<file path="config.mk">
export PLATFORM = sky130hd
export DESIGN_NAME = led_blink_array
export DESIGN_NICKNAME = d
export VERILOG_FILES = /design/src/rtl/led_blink_array.sv
export SDC_FILE = /design/constraint.sdc
export NUM_CORES = 1
export LEC_CHECK = 0
export BUFFER_PORTS_ARGS = -buffer_cell sky130_fd_sc_hd__buf_2
export CORE_MARGIN = 5
export CORE_UTILIZATION = 57
export CTS_CLUSTER_SIZE = 14
export DETAILED_ROUTE_END_ITERATION = 8
export GPL_TIMING_DRIVEN = 1
export HOLD_SLACK_MARGIN = 0.02
export PLACE_DENSITY = 0.75
export SYNTH_ARGS = -nofsm -noshare
export SYNTH_HDL_FRONTEND = slang
export SYNTH_SLANG_ARGS = --single-unit
</file>
<file path="constraint.sdc">
create_clock -name CLOCK_100Mhz -period 7.2 [get_ports CLOCK_100Mhz]
set_clock_uncertainty 0.1 [all_clocks]
set_input_delay 2.16 -clock CLOCK_100Mhz [delete_from_list [all_inputs] [get_ports CLOCK_100Mhz]]
set_output_delay 2.16 -clock CLOCK_100Mhz [all_outputs]
set_load 0.1 [all_outputs]
</file>
<file path="src/rtl/led_blink_array.sv">
// Multi-channel LED driver: one shared tick prescaler feeding NUM_CH channels,
// each running OFF, ON, free-running BLINK or counted BURST.
module led_blink_array #(
  parameter int CLK_HZ  = 100_000_000,
  parameter int TICK_HZ = 1_000,
  parameter int NUM_CH  = 4,
  parameter int PER_W   = 16,
  parameter int CNT_W   = 8,
  localparam int CH_W   = (NUM_CH > 1) ? $clog2(NUM_CH) : 1
) (
  input  logic              CLOCK_100Mhz,
  input  logic              reset,
  input  logic              cfg_we,
  input  logic [CH_W-1:0]   cfg_ch,
  input  logic [1:0]        cfg_mode,
  input  logic [PER_W-1:0]  cfg_half_per,
  input  logic [CNT_W-1:0]  cfg_burst,
  output logic              tick,
  output logic [NUM_CH-1:0] led,
  output logic [NUM_CH-1:0] busy
);

  localparam int TICK_DIV = CLK_HZ / TICK_HZ;
  localparam int DIV_W    = (TICK_DIV > 1) ? $clog2(TICK_DIV) : 1;

  typedef enum logic [1:0] {
    MODE_OFF   = 2'b00,
    MODE_ON    = 2'b01,
    MODE_BLINK = 2'b10,
    MODE_BURST = 2'b11
  } mode_e;

  logic [DIV_W-1:0] presc_q, presc_d;

  mode_e            mode_q   [NUM_CH];
  mode_e            mode_d   [NUM_CH];
  logic [PER_W-1:0] hp_q     [NUM_CH];
  logic [PER_W-1:0] hp_d     [NUM_CH];
  logic [PER_W-1:0] phase_q  [NUM_CH];
  logic [PER_W-1:0] phase_d  [NUM_CH];
  logic [CNT_W-1:0] pulses_q [NUM_CH];
  logic [CNT_W-1:0] pulses_d [NUM_CH];
  logic [NUM_CH-1:0] led_q, led_d;
  logic [NUM_CH-1:0] busy_q, busy_d;

  // With TICK_DIV=1 the count never leaves 0, so tick stays high.
  assign tick = (presc_q == DIV_W'(TICK_DIV - 1));

  always_comb begin
    presc_d = tick ? '0 : presc_q + 1'b1;
  end

  always_comb begin
    logic [PER_W-1:0] hp_eff;
    logic             expire;
    for (int i = 0; i < NUM_CH; i++) begin
      mode_d[i]   = mode_q[i];
      hp_d[i]     = hp_q[i];
      phase_d[i]  = phase_q[i];
      pulses_d[i] = pulses_q[i];
    end
    led_d  = led_q;
    busy_d = busy_q;
    hp_eff = '0;
    expire = 1'b0;

    for (int i = 0; i < NUM_CH; i++) begin
      hp_eff = (hp_q[i] == '0) ? PER_W'(1) : hp_q[i];
      expire = (phase_q[i] == hp_eff - PER_W'(1));

      // Out-of-range cfg_ch can never equal a valid index, so such writes fall through.
      if (cfg_we && (int'(cfg_ch) == i)) begin
        mode_d[i]   = mode_e'(cfg_mode);
        hp_d[i]     = cfg_half_per;
        phase_d[i]  = '0;
        pulses_d[i] = '0;
        busy_d[i]   = 1'b0;
        case (mode_e'(cfg_mode))
          MODE_OFF:   led_d[i] = 1'b0;
          MODE_ON:    led_d[i] = 1'b1;
          MODE_BLINK: led_d[i] = 1'b1;
          default: begin
            if (cfg_burst != '0) begin
              pulses_d[i] = cfg_burst;
              busy_d[i]   = 1'b1;
              led_d[i]    = 1'b1;
            end else begin
              mode_d[i] = MODE_OFF;
              led_d[i]  = 1'b0;
            end
          end
        endcase
      end else if (tick) begin
        case (mode_q[i])
          MODE_BLINK: begin
            if (expire) begin
              phase_d[i] = '0;
              led_d[i]   = ~led_q[i];
            end else begin
              phase_d[i] = phase_q[i] + PER_W'(1);
            end
          end
          MODE_BURST: begin
            if (expire) begin
              phase_d[i] = '0;
              if (led_q[i]) begin
                led_d[i]    = 1'b0;
                pulses_d[i] = pulses_q[i] - CNT_W'(1);
                // Last pulse ends the burst on the falling edge itself.
                if (pulses_q[i] == CNT_W'(1)) begin
                  mode_d[i] = MODE_OFF;
                  busy_d[i] = 1'b0;
                end
              end else begin
                led_d[i] = 1'b1;
              end
            end else begin
              phase_d[i] = phase_q[i] + PER_W'(1);
            end
          end
          default: ;
        endcase
      end
    end
  end

  always_ff @(posedge CLOCK_100Mhz or posedge reset) begin
    if (reset) begin
      presc_q <= '0;
      led_q   <= '0;
      busy_q  <= '0;
      for (int i = 0; i < NUM_CH; i++) begin
        mode_q[i]   <= MODE_OFF;
        hp_q[i]     <= PER_W'(1);
        phase_q[i]  <= '0;
        pulses_q[i] <= '0;
      end
    end else begin
      presc_q <= presc_d;
      led_q   <= led_d;
      busy_q  <= busy_d;
      for (int i = 0; i < NUM_CH; i++) begin
        mode_q[i]   <= mode_d[i];
        hp_q[i]     <= hp_d[i];
        phase_q[i]  <= phase_d[i];
        pulses_q[i] <= pulses_d[i];
      end
    end
  end

  assign led  = led_q;
  assign busy = busy_q;

endmodule
</file>
==> flow_summary.ini <==
[sta]
drv_slew = 0
maxSlewHeadroom_pct = 22.6
setup_viol = 0
timing.setup.tns_ns = 0
post-route-period-util_pct = 73.9
tightest_slew_ns = 1.16
hold_violations = 0
fin_crit_ns = 5.32
fmax_mhz = 188
rsz0062_at_grt = no

[final_layout]
antenna_cells = 0
layout_commonest_cell = nand2_1
layout_common_cells = 258 x nand2_1, 189 x dfrtp_1, 101 x nor2_1
area_delta_synth_final_pct = 8.10
stdcell_count = 1638
nNetsFinal = 1404
fillers = 1740
ff_latch_area_um2 = 4830
drive_gt1_share_pct = 9.21
multi_input_area_um2 = 6410

[power_and_ir_drop]
pwr-share-comb_pct = 20.3
sequentialPowerShare_pct = 46.9
p_sw_mw = 0.955
worst_ir_drop_vdd_mv = 0.172
swShare_pct = 33.8
leakagePower_nw = 5.38
p_clk_share_pct = 32.8
power_density_nw_per_um2 = 226
p_int_mw = 1.87

[clock_network]
cts-root-buf = clkbuf_16
htree_levels = 4
cts_made_buffers = 17
ctsResizeCount = 0
clockBufferDepth = 2
clock_sinks = 193
cts_hold_repair.buffers = 0
cts.clk_slew.worst_paths_ns = 0.07
tritoncts = yes
clock_latency_ns = 0.44
post_cts_buffers = 0

[outcome]
violations = design-rule violations
outcome = finished, violations left

[synth]
netlist-cell-type-count = 70
synth_warnings = 0
synth_area_um2 = 11600
yosysSeqAreaShare_pct = 41.8
avgSynthCellArea_um2 = 8.57
ys.flop_type = dfrtp_1
syn_inst = 1350
synth_edf_count = 0
async_flop_share_pct = 100
ys_ff_latch = 193
synth_fp_nets = 1399

[setup_path]
crit_required_ns = 4.94
path_max_fanout = 12
crit_type = flip-flop to primary output
rrSetupSlack_ns = 2.15
crit_chain = or4bb_1 > nor3_1 > and2_1 > buf_2
rr_endpoint = phase_q[26]
critPathCaptureType = primary output
r2r_start = hp_q[24]
cp.arrival_ns = 3.06
rr_worst_depth = 12
startpoint_type = flip-flop
critPathSlowestCell = nor3_1
max_stage_delay_ns = 0.60

[place]
placed_cells = 1606
io_buffers = 39
hpwl_um = 21300
gp_congestion = 0.907

[global_routing]
grt_pass1_wl_um = 49200
grt_pass1_vias = 9374
antenna_found_initial = 1
grt_use_total_pct = 26.1
grt_overflow = 0
grt_max_degree = 103

[drt]
via_per_inst = 6.10
wl_per_cell_um = 18.4
antenna_left = 0
dr.pass1.iters = 8
drt-total-wl_um = 30200
dr_total_vias = 9991
drt_iter0_drc = 927
drc = 1

[floorplan]
die_width_um = 152
core_um2 = 20100
die_area_um2 = 23300
initial_utilization_pct = 57.6
rows = 52
dieHeight_um = 152
ios = 40

[hold_path]
hold_class = flip-flop to flip-flop
hold_start = presc_q[0]
min_to = presc_q[0]
hold_depth = 1

[run]
max-cap-violations = 0
## metal layers
| metal | share of wire (%) | GRT usage [%] |
|---|---|---|
| met3 | 7.3 | 6.08 |
| met4 | 2.6 | 8.40 |
| met2 | 45 | 39.6 |
| met5 | 0.043 | 0 |
| met1 | 45 | 37.3 |
## worst max path at each step
stage                      startpoint     endpoint  slack (ns)  depth (start not counted)
after global routing      presc_q[14]         tick        1.80                          4
final                     presc_q[14]         tick        1.88                          4
after floorplan                 reset      busy[0]        2.45                          1
after detailed placement     hp_q[24]  phase_q[26]        2.26                         12
after global placement       hp_q[24]  phase_q[25]        2.30                         12
after CTS                 presc_q[14]         tick        1.96                          4
## critical path, delay by kind of cell, from the launching register on
family	cells	cell delay, ns
buffers and inverters	1	0.52
and+or+nand+nor	3	1.68
DFF	1	0.42
## power groups by stage
stage          Sequential (mW)  Combinational [mW]  Clock [mW]
2_1_floorplan             1.34               0.414           0
3_5_place_dp              1.34               0.568           0
4_1_cts                   1.32               0.572       0.942
6_report                  1.32               0.573       0.927
3_3_place_gp              1.34               0.561           0
5_1_grt                   1.34               0.638       0.994
## final cells by class
class | count | share of cell area, %
repair buffers | 45 | 2.02
inverters | 29 | 0.900
flip-flops and latches | 193 | 38.7
well taps | 270 | 2.70
clock buffers | 19 | 3.54
clock inverters | 13 | 0.940
multi-input cells | 1069 | 51.2
## registers in the layout (all words and copies together) (netlist names)
register  cells
phase_q      64
pulses_q     32
led           4
mode_q        8
hp_q         64
presc_q      17
busy          4
## logic make-up after synthesis
logic type,count (synthesis),synth area share (%)
and+or+nand+nor,697,30.1
AOI/OAI and AO/OA,202,11.6
DFF,193,41.8
xor gates and xnor gates,144,10.9
buffers and inverters,88,2.89
adders and majority gates,18,1.95
muxes,8,0.768
## stage by stage
stage	instance area [µm²]	total power [mW]	hold WS, ns	util [%]	setup slack [ns]
after global routing	12500	2.97	0.411	62.2	1.80
after CTS	12500	2.83	0.381	62.2	1.96
after detailed placement	11900	1.91	0.371	59.4	2.26
after global placement	11900	1.90	0.349	59.4	2.30
final	12500	2.82	0.377	62.2	1.88
after floorplan	11600	1.75	0.333	-	2.45
## synth_stat cells, types with 4 or more instances
cell | number | area share (%)
nand2_1 | 258 | 8.4
a21oi_1 | 52 | 2.2
nor4_2 | 4 | 0.43
a22o_1 | 6 | 0.45
ha_1 | 18 | 1.9
o31ai_1 | 13 | 0.84
and2_1 | 10 | 0.54
nand2b_1 | 15 | 0.81
a31o_2 | 11 | 0.83
nor4_1 | 37 | 2.0
o31a_1 | 5 | 0.38
xor2_1 | 49 | 3.7
o41ai_1 | 6 | 0.45
dfrtp_1 | 189 | 41
o21ai_0 | 43 | 1.9
or2_2 | 9 | 0.49
xnor2_1 | 95 | 7.2
dfstp_2 | 4 | 0.91
mux2_2 | 7 | 0.68
nor3_1 | 38 | 1.6
nand4_1 | 16 | 0.87
and3_1 | 28 | 1.5
nand3_1 | 72 | 3.1
or3_1 | 30 | 1.6
a21o_1 | 10 | 0.65
nor4b_1 | 5 | 0.38
nor2b_1 | 9 | 0.49
a31oi_1 | 17 | 0.92
nand3b_1 | 10 | 0.65
inv_1 | 29 | 0.94
nor3b_1 | 12 | 0.78
clkbuf_1 | 53 | 1.7
or4_1 | 25 | 1.6
nor2_1 | 102 | 3.3
(Power assumes the default switching activity.)
